**config.mk**
```make
export PLATFORM = sky130hd
export DESIGN_NAME = param_alu_core
export DESIGN_NICKNAME = d
export VERILOG_FILES = /design/src/rtl/param_alu_core.sv
export SDC_FILE = /design/constraint.sdc
export NUM_CORES = 1
export LEC_CHECK = 0
export ABC_AREA = 1
export BUFFER_PORTS_ARGS = -buffer_cell sky130_fd_sc_hd__buf_2
export CAP_MARGIN = 20
export CORE_ASPECT_RATIO = 0.5
export CORE_MARGIN = 2
export CORE_UTILIZATION = 25
export CTS_CLUSTER_SIZE = 25
export DETAILED_ROUTE_END_ITERATION = 10
export MAX_ROUTING_LAYER = met4
export SYNTH_ARGS = -nofsm -noshare
export SYNTH_HDL_FRONTEND = slang
export SYNTH_SLANG_ARGS = --single-unit
```
**constraint.sdc**
```tcl
create_clock -name clk -period 2.8 [get_ports clk]
set_input_delay 0.14 -clock clk [delete_from_list [all_inputs] [get_ports clk]]
set_output_delay 0.14 -clock clk [all_outputs]
set_load 0.02 [all_outputs]
```
**src/rtl/param_alu_core.sv**
```systemverilog
// param_alu_core
// WIDTH-parametrised ALU datapath driven directly by the funct code.
// Single-cycle logic/arithmetic/shift/move ops produce a registered result
// with a one-cycle out_valid pulse. MULTU and DIVU iterate one bit per cycle
// for WIDTH cycles and write the HI/LO pair on completion.
// WIDTH must be >= 4 and a power of two.

module param_alu_core #(
  parameter int WIDTH = 32
) (
  input  logic             clk,
  input  logic             reset,
  input  logic             in_valid,
  output logic             in_ready,
  input  logic [5:0]       Signal,
  input  logic [WIDTH-1:0] dataA,
  input  logic [WIDTH-1:0] dataB,
  output logic [WIDTH-1:0] Output,
  output logic             out_valid,
  output logic             div_zero,
  output logic             bad_op
);

  // Shift-amount width, derived from WIDTH.
  localparam int SHW = $clog2(WIDTH);

  // Funct codes understood by the core.
  localparam logic [5:0] FN_SLL   = 6'd0;
  localparam logic [5:0] FN_SRL   = 6'd2;
  localparam logic [5:0] FN_MFHI  = 6'd16;
  localparam logic [5:0] FN_MFLO  = 6'd18;
  localparam logic [5:0] FN_MULTU = 6'd25;
  localparam logic [5:0] FN_DIVU  = 6'd27;
  localparam logic [5:0] FN_ADD   = 6'd32;
  localparam logic [5:0] FN_SUB   = 6'd34;
  localparam logic [5:0] FN_AND   = 6'd36;
  localparam logic [5:0] FN_OR    = 6'd37;
  localparam logic [5:0] FN_SLT   = 6'd42;

  typedef enum logic [1:0] {
    IDLE = 2'd0,
    MUL  = 2'd1,
    DIV  = 2'd2
  } state_t;

  state_t state;
  state_t next_state;

  // Architectural HI/LO pair, written only when a MULTU/DIVU finishes.
  logic [WIDTH-1:0] hi;
  logic [WIDTH-1:0] lo;

  // Shared iteration registers.
  //   MUL: opnd = multiplicand, work_hi = partial sum, work_lo = multiplier
  //        (consumed from bit 0 while product bits shift in from the top).
  //   DIV: opnd = divisor, work_hi = partial remainder, work_lo = dividend
  //        (shifted out from the top while quotient bits shift in at bit 0).
  logic [WIDTH-1:0] opnd;
  logic [WIDTH-1:0] work_hi;
  logic [WIDTH-1:0] work_lo;
  logic [SHW-1:0]   cnt;
  logic             last;

  // Request decode.
  logic             accept;
  logic             mul_start;
  logic             div_start;
  logic             div0_start;
  logic             op_single;
  logic             op_bad;
  logic [WIDTH-1:0] op_res;

  // One-step results for each iterative operation.
  logic [WIDTH:0]   mul_sum;
  logic [WIDTH-1:0] mul_hi_nxt;
  logic [WIDTH-1:0] mul_lo_nxt;
  logic [WIDTH:0]   div_shift;
  logic             div_ge;
  logic [WIDTH-1:0] div_diff;
  logic [WIDTH-1:0] div_hi_nxt;
  logic [WIDTH-1:0] div_lo_nxt;

  assign in_ready   = (state == IDLE) && reset;
  assign accept     = in_valid && in_ready;
  assign mul_start  = accept && (Signal == FN_MULTU);
  assign div_start  = accept && (Signal == FN_DIVU) && (dataB != '0);
  assign div0_start = accept && (Signal == FN_DIVU) && (dataB == '0);
  assign last       = (cnt == SHW'(WIDTH - 1));

  // Decode single-cycle operations and compute their result.
  // NOTE: every always_comb output gets a default first so no path leaves a
  // variable unassigned, which would otherwise infer a latch.
  always_comb begin
    op_res    = '0;
    op_single = 1'b0;
    op_bad    = 1'b0;
    case (Signal)
      FN_AND: begin
        op_res    = dataA & dataB;
        op_single = 1'b1;
      end
      FN_OR: begin
        op_res    = dataA | dataB;
        op_single = 1'b1;
      end
      FN_ADD: begin
        op_res    = dataA + dataB;
        op_single = 1'b1;
      end
      FN_SUB: begin
        op_res    = dataA - dataB;
        op_single = 1'b1;
      end
      FN_SLT: begin
        op_res    = WIDTH'($signed(dataA) < $signed(dataB));
        op_single = 1'b1;
      end
      FN_SRL: begin
        op_res    = dataA >> dataB[SHW-1:0];
        op_single = 1'b1;
      end
      FN_SLL: begin
        op_res    = dataA << dataB[SHW-1:0];
        op_single = 1'b1;
      end
      FN_MFHI: begin
        op_res    = hi;
        op_single = 1'b1;
      end
      FN_MFLO: begin
        op_res    = lo;
        op_single = 1'b1;
      end
      FN_MULTU, FN_DIVU: begin
        op_single = 1'b0;
      end
      default: begin
        op_res    = '0;
        op_single = 1'b1;
        op_bad    = 1'b1;
      end
    endcase
  end

  // One shift-add multiply step and one restoring-divide step.
  always_comb begin
    mul_sum    = {1'b0, work_hi} + {1'b0, (work_lo[0] ? opnd : '0)};
    mul_hi_nxt = mul_sum[WIDTH:1];
    mul_lo_nxt = {mul_sum[0], work_lo[WIDTH-1:1]};

    // The remainder is always below the divisor, so the shifted value fits
    // in WIDTH+1 bits and the difference, when taken, fits in WIDTH bits.
    div_shift  = {work_hi, work_lo[WIDTH-1]};
    div_ge     = div_shift >= {1'b0, opnd};
    div_diff   = div_shift[WIDTH-1:0] - opnd;
    div_hi_nxt = div_ge ? div_diff : div_shift[WIDTH-1:0];
    div_lo_nxt = {work_lo[WIDTH-2:0], div_ge};
  end

  // State register.
  // NOTE: sequential state uses non-blocking assignments so every flop
  // samples pre-edge values regardless of statement order.
  always_ff @(posedge clk) begin
    if (!reset) begin
      state <= IDLE;
    end else begin
      state <= next_state;
    end
  end

  // Next-state logic: start an iteration on MULTU/DIVU, return after WIDTH steps.
  always_comb begin
    next_state = state;
    case (state)
      IDLE: begin
        if (mul_start) begin
          next_state = MUL;
        end else if (div_start) begin
          next_state = DIV;
        end
      end
      MUL, DIV: begin
        if (last) begin
          next_state = IDLE;
        end
      end
      default: next_state = IDLE;
    endcase
  end

  // Datapath: result register, HI/LO, iteration registers and status flags.
  always_ff @(posedge clk) begin
    if (!reset) begin
      hi        <= '0;
      lo        <= '0;
      Output    <= '0;
      out_valid <= 1'b0;
      div_zero  <= 1'b0;
      bad_op    <= 1'b0;
      opnd      <= '0;
      work_hi   <= '0;
      work_lo   <= '0;
      cnt       <= '0;
    end else begin
      out_valid <= 1'b0;
      bad_op    <= 1'b0;
      case (state)
        IDLE: begin
          if (accept) begin
            cnt <= '0;
            if (op_single) begin
              Output    <= op_res;
              out_valid <= 1'b1;
              bad_op    <= op_bad;
            end else if (mul_start) begin
              opnd    <= dataA;
              work_hi <= '0;
              work_lo <= dataB;
            end else if (div_start) begin
              div_zero <= 1'b0;
              opnd     <= dataB;
              work_hi  <= '0;
              work_lo  <= dataA;
            end else if (div0_start) begin
              // Divide by zero finishes immediately with a saturated quotient.
              hi        <= dataA;
              lo        <= '1;
              Output    <= '1;
              div_zero  <= 1'b1;
              out_valid <= 1'b1;
            end
          end
        end
        MUL: begin
          work_hi <= mul_hi_nxt;
          work_lo <= mul_lo_nxt;
          cnt     <= cnt + 1'b1;
          if (last) begin
            hi        <= mul_hi_nxt;
            lo        <= mul_lo_nxt;
            Output    <= mul_lo_nxt;
            out_valid <= 1'b1;
          end
        end
        DIV: begin
          work_hi <= div_hi_nxt;
          work_lo <= div_lo_nxt;
          cnt     <= cnt + 1'b1;
          if (last) begin
            hi        <= div_hi_nxt;
            lo        <= div_lo_nxt;
            Output    <= div_lo_nxt;
            out_valid <= 1'b1;
          end
        end
        default: ;
      endcase
    end
  end

endmodule

```
==> results.md, run 1 <==
* Status: complete, no violations
* Number of flops mapped to enable cells by yosys at 0
* Largest net degree at the start of global routing at 165
* Internal power at 7.161 mW
* Gpl congestion at 1.137
* Area of the multi-input gates at 16,920 sq um
* DR DRC count at 0
* Worst Hold Class: in -> reg
* Slew HR at 15.43%
* Flops & latches, synth at 202
* Final Core Density at 30.32%
* Number of global-route vias before repair at 28,310
* Initial antenna violation count at 2
* Clock transition at path regs at 0.06 ns
* Clock Skew at 0.02359 ns
* Die X at 440.2 um
* Metal3 WL at 14.24 mm
* CP max-delay cell: dlygate4sd3_1
* Reg area at 4045 sq um
* Setup TNS at 0 ns
* Sequential share of the synthesized area at 17.00%
* Io pins at 109
* DR WL/cell at 22.60 um
* Worst-margin pin slew at 1.269 ns
* Hold WS at 0.01892 ns
* Worst path max stage delay at 0.57 ns
* Unrepaired setup endpoints after global routing: true
* Routed Antenna Nets at 0
* Placed inst area at 27,230 sq um
* Switching pwr at 5.718 mW
* DRT iter0 DRCs at 4,313
* Grt total ovfl at 0
* Met2 WL at 53.17 mm
* PortBufs at 108
* Logic pwr share at 46.2%
* TritonRoute pass-1 iters at 6
* Htree depth at 1
* Peak VDD IR at 0.4273 mV
* Setup crit start kind: input pin
* Leakage at 14.26 nW
* DP Wirelength at 104.4 mm
* Crit path required time at 3.30 ns
* CP arrival at 3.20 ns
* Inserted Clock Buffers at 25
* Cell Pwr Density at 453.8 nW/um^2
* DR vias/cell at 5.349
* Nets@finish at 4,739
* Setup CP Type: in -> reg
* Final setup fails at 0
* CP max FO at 8
* Num Clock Sinks at 202
* Crit path cell chain: dlygate4sd3_1 -> buf_2 -> inv_1 -> ha_1 -> a21oi_1 -> nand2_1 -> a21oi_1 -> nor2_1 -> nor2_1 -> nand2_1 -> nand2_1 -> nand3_1 -> nand4_1 -> nand2_1 -> a21oi_1
* Crit path max-delay family: compound AO/OA/AOI/OAI gates
* Yosys cell types at 49
* Clock power frac at 29.4%
* First-pass GRT wire length at 187.1 mm
* Period minus WS final at 2.701 ns
* Synth Flop Type: dfxtp_1
* Final worst path period share at 96.47%
* Die area at 97,760 sq um
* Area Growth Syn to Fin at 19.34%
* Buf+Inv Stages, Crit Path at 3
* Post-Synthesis Mean Instance Area at 5.539 sq um
* CTS tree: done
* Sw frac at 44.40%
* Max-cap violations at 0
* Final setup margin at 0.09883 ns
* Row count at 79
* Total Wirelength at 130.3 mm
* Clk Latency, worst-skew pair at 0.58 ns
* Starting Density at 25.41%
* Flop pwr share at 24.4%
* Synth Cell Area at 23,780 sq um
* Clock root cell: clkbuf_16
* FMAX at 370.2 MHz
* Clock buffer depth at 3
* CP endpoint kind: flip-flop
* Global-route usage over all layers at 26.34%
* Final Max Slew Viols at 0
* Core area at 93,610 sq um
* Filler instances at 10,710
* Async set-reset flop share out of synthesis at 0%
* Yosys warning count at 0
* Die H at 222.1 um
* Fin. Hold Viols at 0
* Top sig layer: met4
* Share of cells above drive strength 1 at 10.67%
* Synth Instances at 4,294
* Final instance area at 28,380 sq um
* Met1 wire length at 54.40 mm
* Most Frequent Cell on Critical Path: nand2_1
* Pre-CTS setup slack at -0.01404 ns
* Vias at 30,850
* Post-Syn Nets at 4,543
==> worst min-delay path, delay by kind of cell <==
family          cells  cell delay (ns)
buf+inv             2             0.26
simple gates        1             0.07
compound gates      1             0.07
==> power by group through the flow <==
| stage | Clock [mW] | Sequential (mW) | Combinational [mW] |
|---|---|---|---|
| finish | 3.78 | 3.15 | 5.95 |
| global route | 3.90 | 3.16 | 6.40 |
| CTS | 3.80 | 3.14 | 5.69 |
| global placement | 0 | 3.20 | 5.67 |
| detailed placement | 0 | 3.20 | 5.65 |
| floorplan | 0 | 3.23 | 3.35 |
==> sequential cells by signal (all words and copies together) (netlist names) <==
signal     flops
bad_op         1
div_zero       1
out_valid      1
lo            32
hi            32
cnt            5
Output        32
state          2
opnd          32
work_hi       32
work_lo       32
==> layer usage <==
metal	track usage, %	vias to the layer above
met3	4.135	338
met5	-	-
li1	-	14510
met1	35.09	14180
met2	38.05	1813
met4	13.81	0
==> placed cells by master (no fill, tap or decap), types with 7 or more instances in the layout <==
master	count
nand2_1	1246
inv_1	520
nand3_1	500
o21ai_0	350
a21oi_1	349
nor2_1	321
buf_4	236
dfxtp_1	201
ha_1	168
buf_2	107
nand4_1	74
nand3b_1	49
a31oi_1	34
nor3_1	32
clkbuf_16	25
o21bai_1	24
buf_12	22
o211ai_1	21
o22ai_1	15
inv_2	14
and2_1	14
xnor2_1	14
nor4_1	13
nand2_2	13
o21a_1	13
dlygate4sd3_1	10
clkinv_2	7
nor2_2	7
a21oi_2	7
or2_2	7
o21ai_1	7
a21o_1	7
==> cell families after synthesis <==
| family | after synthesis | synth area share, % |
|---|---|---|
| adders and majority gates | 176 | 9.386 |
| xor gates and xnor gates | 19 | 0.6997 |
| AOI/OAI and AO/OA | 855 | 19.34 |
| DFF | 202 | 17.00 |
| and+or+nand+nor | 2294 | 41.25 |
| buffers and inverters | 748 | 12.32 |
==> cells in the mapped netlist (all sizes together), types with 4 or more instances <==
cell type / n / area share (%)
a211oi: 5 / 0.16
a21o: 7 / 0.22
a21oi: 356 / 7.5
a221oi: 6 / 0.22
a31oi: 34 / 0.89
and2: 14 / 0.37
buf: 74 / 1.7
clkbuf: 135 / 2.2
dfxtp: 202 / 17
fa: 4 / 0.34
ha: 172 / 9.0
inv: 536 / 8.5
nand2: 1261 / 20
nand3: 503 / 11
nand3b: 49 / 1.5
nand4: 74 / 1.9
nor2: 330 / 5.3
nor3: 37 / 0.80
nor4: 14 / 0.39
o211ai: 21 / 0.66
o21a: 13 / 0.41
o21ai: 357 / 7.5
o21bai: 25 / 0.79
o221ai: 6 / 0.22
o22ai: 15 / 0.39
or2: 9 / 0.24
xnor2: 14 / 0.52
xor2: 5 / 0.18
==> through the flow <==
| step | total power [mW] | instances |
|---|---|---|
| 5_1_grt | 13.46 | 5766 |
| 3_3_place_gp | 8.872 | 5708 |
| 3_5_place_dp | 8.854 | 5708 |
| 2_1_floorplan | 6.577 | 4294 |
| 4_1_cts | 12.63 | 5764 |
| 6_report | 12.88 | 5767 |
==> cell type report <==
class / count / area share (%)
Inverter: 539 / 7.133
Antenna cell: 3 / 0.02645
Clock inverter: 16 / 0.8993
Multi-Input combinational cell: 3344 / 59.63
Timing Repair Buffer: 378 / 10.15
Tap cell: 1255 / 5.533
Clock buffer: 30 / 2.376
Sequential cell: 202 / 14.25
==> repair_timing <==
item                                    4_1_cts  5_1_grt
gates resized for setup                       0       40
buffers inserted                              0        0
endpoints found under the setup margin        0       67
endpoints found under the hold margin        10        0
hold buffers                                 10        0
==> worst paths after layout <==
| kind | from | to | slack (ns) | cells after the start |
|---|---|---|---|---|
| max | dataB[18] | Output[27] | 0.1 | 15 |
| min | dataB[17] | opnd[17] | 0.02 | 4 |
| max reg2reg | state[1] | Output[7] | 0.13 | 7 |
| min reg2reg | lo[3] | lo[3] | 0.45 | 2 |
No activity file was read; power rests on OpenSTA's default activity.
==> inputs of run 2 (changes only) <==
CORE_ASPECT_RATIO = 0.8   (was 0.5)
CTS_BUF_LIST = sky130_fd_sc_hd__clkbuf_4 sky130_fd_sc_hd__clkbuf_8   (was unset)
==> run 2 against run 1 <==
Via count up 0.95%. Register-to-register slack worse by 0.02 ns. Sequential power about the same. Routed wire length up 2.5%. Flip-flop and latch count unchanged. Die area down 0.14%. Maximum frequency down 0.48%. Sequential share of layout area down 0.49 points. Cell area up 4.0%. Critical path type unchanged. Largest power group unchanged. Highest routed layer unchanged.
==> results.md, run 2 (same netlist as run 1, synthesis figures left out) <==
* Leakage at 14.90 nW
* Num Clock Sinks at 202
* Clk Latency, worst-skew pair at 0.58 ns
* Cell Pwr Density at 426.8 nW/um^2
* Slew HR at 44.32%
* Grt total ovfl at 0
* Nets@finish at 4,886
* Number of global-route vias before repair at 27,800
* DRT iter0 DRCs at 4,572
* Layout Cells excl Fill at 5,904
* Met2 WL at 51.65 mm
* Starting Density at 25.13%
* DR vias/cell at 5.275
* CP endpoint kind: flip-flop
* Gpl congestion at 1.064
* Inserted Clock Buffers at 35
* Met1 wire length at 62.31 mm
* Global-route usage over all layers at 27.15%
* Clock Skew at 0.04017 ns
* Worst path max stage delay at 0.52 ns
* Final worst path period share at 96.93%
* Final setup fails at 0
* Row count at 101
* Hold Crit Depth at 4
* Buf+Inv Stages, Crit Path at 5
* Fin. Hold Viols at 0
* Die X at 348.8 um
* Peak VDD IR at 0.4434 mV
* Area Growth Syn to Fin at 24.09%
* PortBufs at 108
* Critical Path Stages at 17
* Crit path max-delay family: simple AND/OR/NAND/NOR gates
* Worst Hold Class: in -> reg
* Crit path cell chain: dlygate4sd3_1 -> buf_2 -> inv_1 -> ha_2 -> nand2_1 -> buf_4 -> nor2_2 -> nand2_1 -> buf_4 -> nor2_1 -> nand2_1 -> nand2_1 -> nand2_1 -> nand3_1 -> nand4_1 -> nand2_1 -> a21oi_1
* Clock buffer depth at 3
* Top sig layer: met4
* Clock transition at path regs at 0.07 ns
* Most common cell after layout, fill and taps aside: nand2_1
* Placed instance count at 5,820
* Max-cap violations at 0
* Setup crit start kind: input pin
* Setup TNS at 0 ns
* Period minus WS final at 2.714 ns
* Io pins at 109
* DP Wirelength at 110.9 mm
* Final Max Slew Viols at 0
* Status: complete, no violations
* Share of cells above drive strength 1 at 14.60%
* Filler instances at 10,690
* Worst-margin pin slew at 0.8352 ns
* FMAX at 368.4 MHz
* Htree depth at 2
* Core area at 94,650 sq um
* Crit path required time at 3.24 ns
* CP arrival at 3.15 ns
* CP max FO at 5
* Vias at 31,140
* Reg2reg path depth at 14
* Initial antenna violation count at 11
* Routed Antenna Nets at 0
* CTS tree: done
* Die H at 279.9 um
* Clock root cell: clkbuf_8
* Die area at 97,630 sq um
* Total Wirelength at 133.6 mm
* Most frequent cells in the layout: nand2_1, inv_1, nand3_1
* CP max-delay cell: dlygate4sd3_1
* DR WL/cell at 22.63 um
* Largest net degree at the start of global routing at 165
* Setup CP Type: in -> reg
* Metal3 WL at 15.73 mm
* Most Frequent Cell on Critical Path: nand2_1
* First-pass GRT wire length at 191.0 mm
* TritonRoute pass-1 iters at 6
* DR DRC count at 0
run 2: changes by cell type in the layout (fill, tap and decap cells not counted), sizes merged, moves of 3 or more:
cell	delta
buf	+132
clkbuf	+21
diode	+6
dlygate4sd3	+5
bufinv	-4
clkinv	-3
run 2: path summary, 6_finish.rpt:
kind	slack, ns	from	endpoint
max	0.09	dataB[15]	Output[29]
min	0.04	dataB[23]	opnd[23]
max reg2reg	0.11	work_lo[0]	work_hi[21]
min reg2reg	0.45	lo[3]	lo[3]
run 2: power breakdown:
part,switching (mW),internal [mW]
Clock,1.39,1.71
Sequential,0.139,3.03
Combinational,4.28,2.04
run 2: tightest hold or removal path: stages:
cell,delay (ns)
buf_2,0.13
buf_4,0.14
nand2_1,0.06
a31oi_1,0.07
run 2: per-stage QoR:
step,area [sq um],setup WS (ns),utilization [%],hold WS [ns],total power [mW]
global route,29500,-0.02117,31.17,0.01987,13.27
detailed placement,28250,-0.2803,29.85,0.4390,9.228
global placement,28250,-0.3262,29.85,0.4355,9.234
CTS,29170,0.001608,30.82,0.009410,12.33
finish,29510,0.08592,31.18,0.03843,12.60
floorplan,23780,0.4142,-,0.3009,6.577
run 2: layout make-up:
cell class	instances	area (sq um)	area share (%)
Clock inverter	8	96.34	0.3265
Multi-Input combinational cell	3344	17130	58.04
Tap cell	1236	1546	5.240
Antenna cell	9	22.52	0.07631
Clock buffer	51	664.4	2.251
Timing Repair Buffer	515	3969	13.45
Sequential cell	202	4061	13.76
Inverter	539	2023	6.855
run 2: per-layer routing:
layer | global-route usage, % | vias to the layer above
met5 | - | -
met1 | 40.04 | 14400
met4 | 6.664 | 0
met3 | 6.109 | 189
li1 | - | 14820
met2 | 36.53 | 1737
run 2: what timing repair did:
action,in CTS,in global routing
setup endpoints to repair,1,109
pin swaps,0,6
hold buffers,15,0
buffers inserted,0,1
hold endpoints to repair,14,0
gates resized for setup,2,93
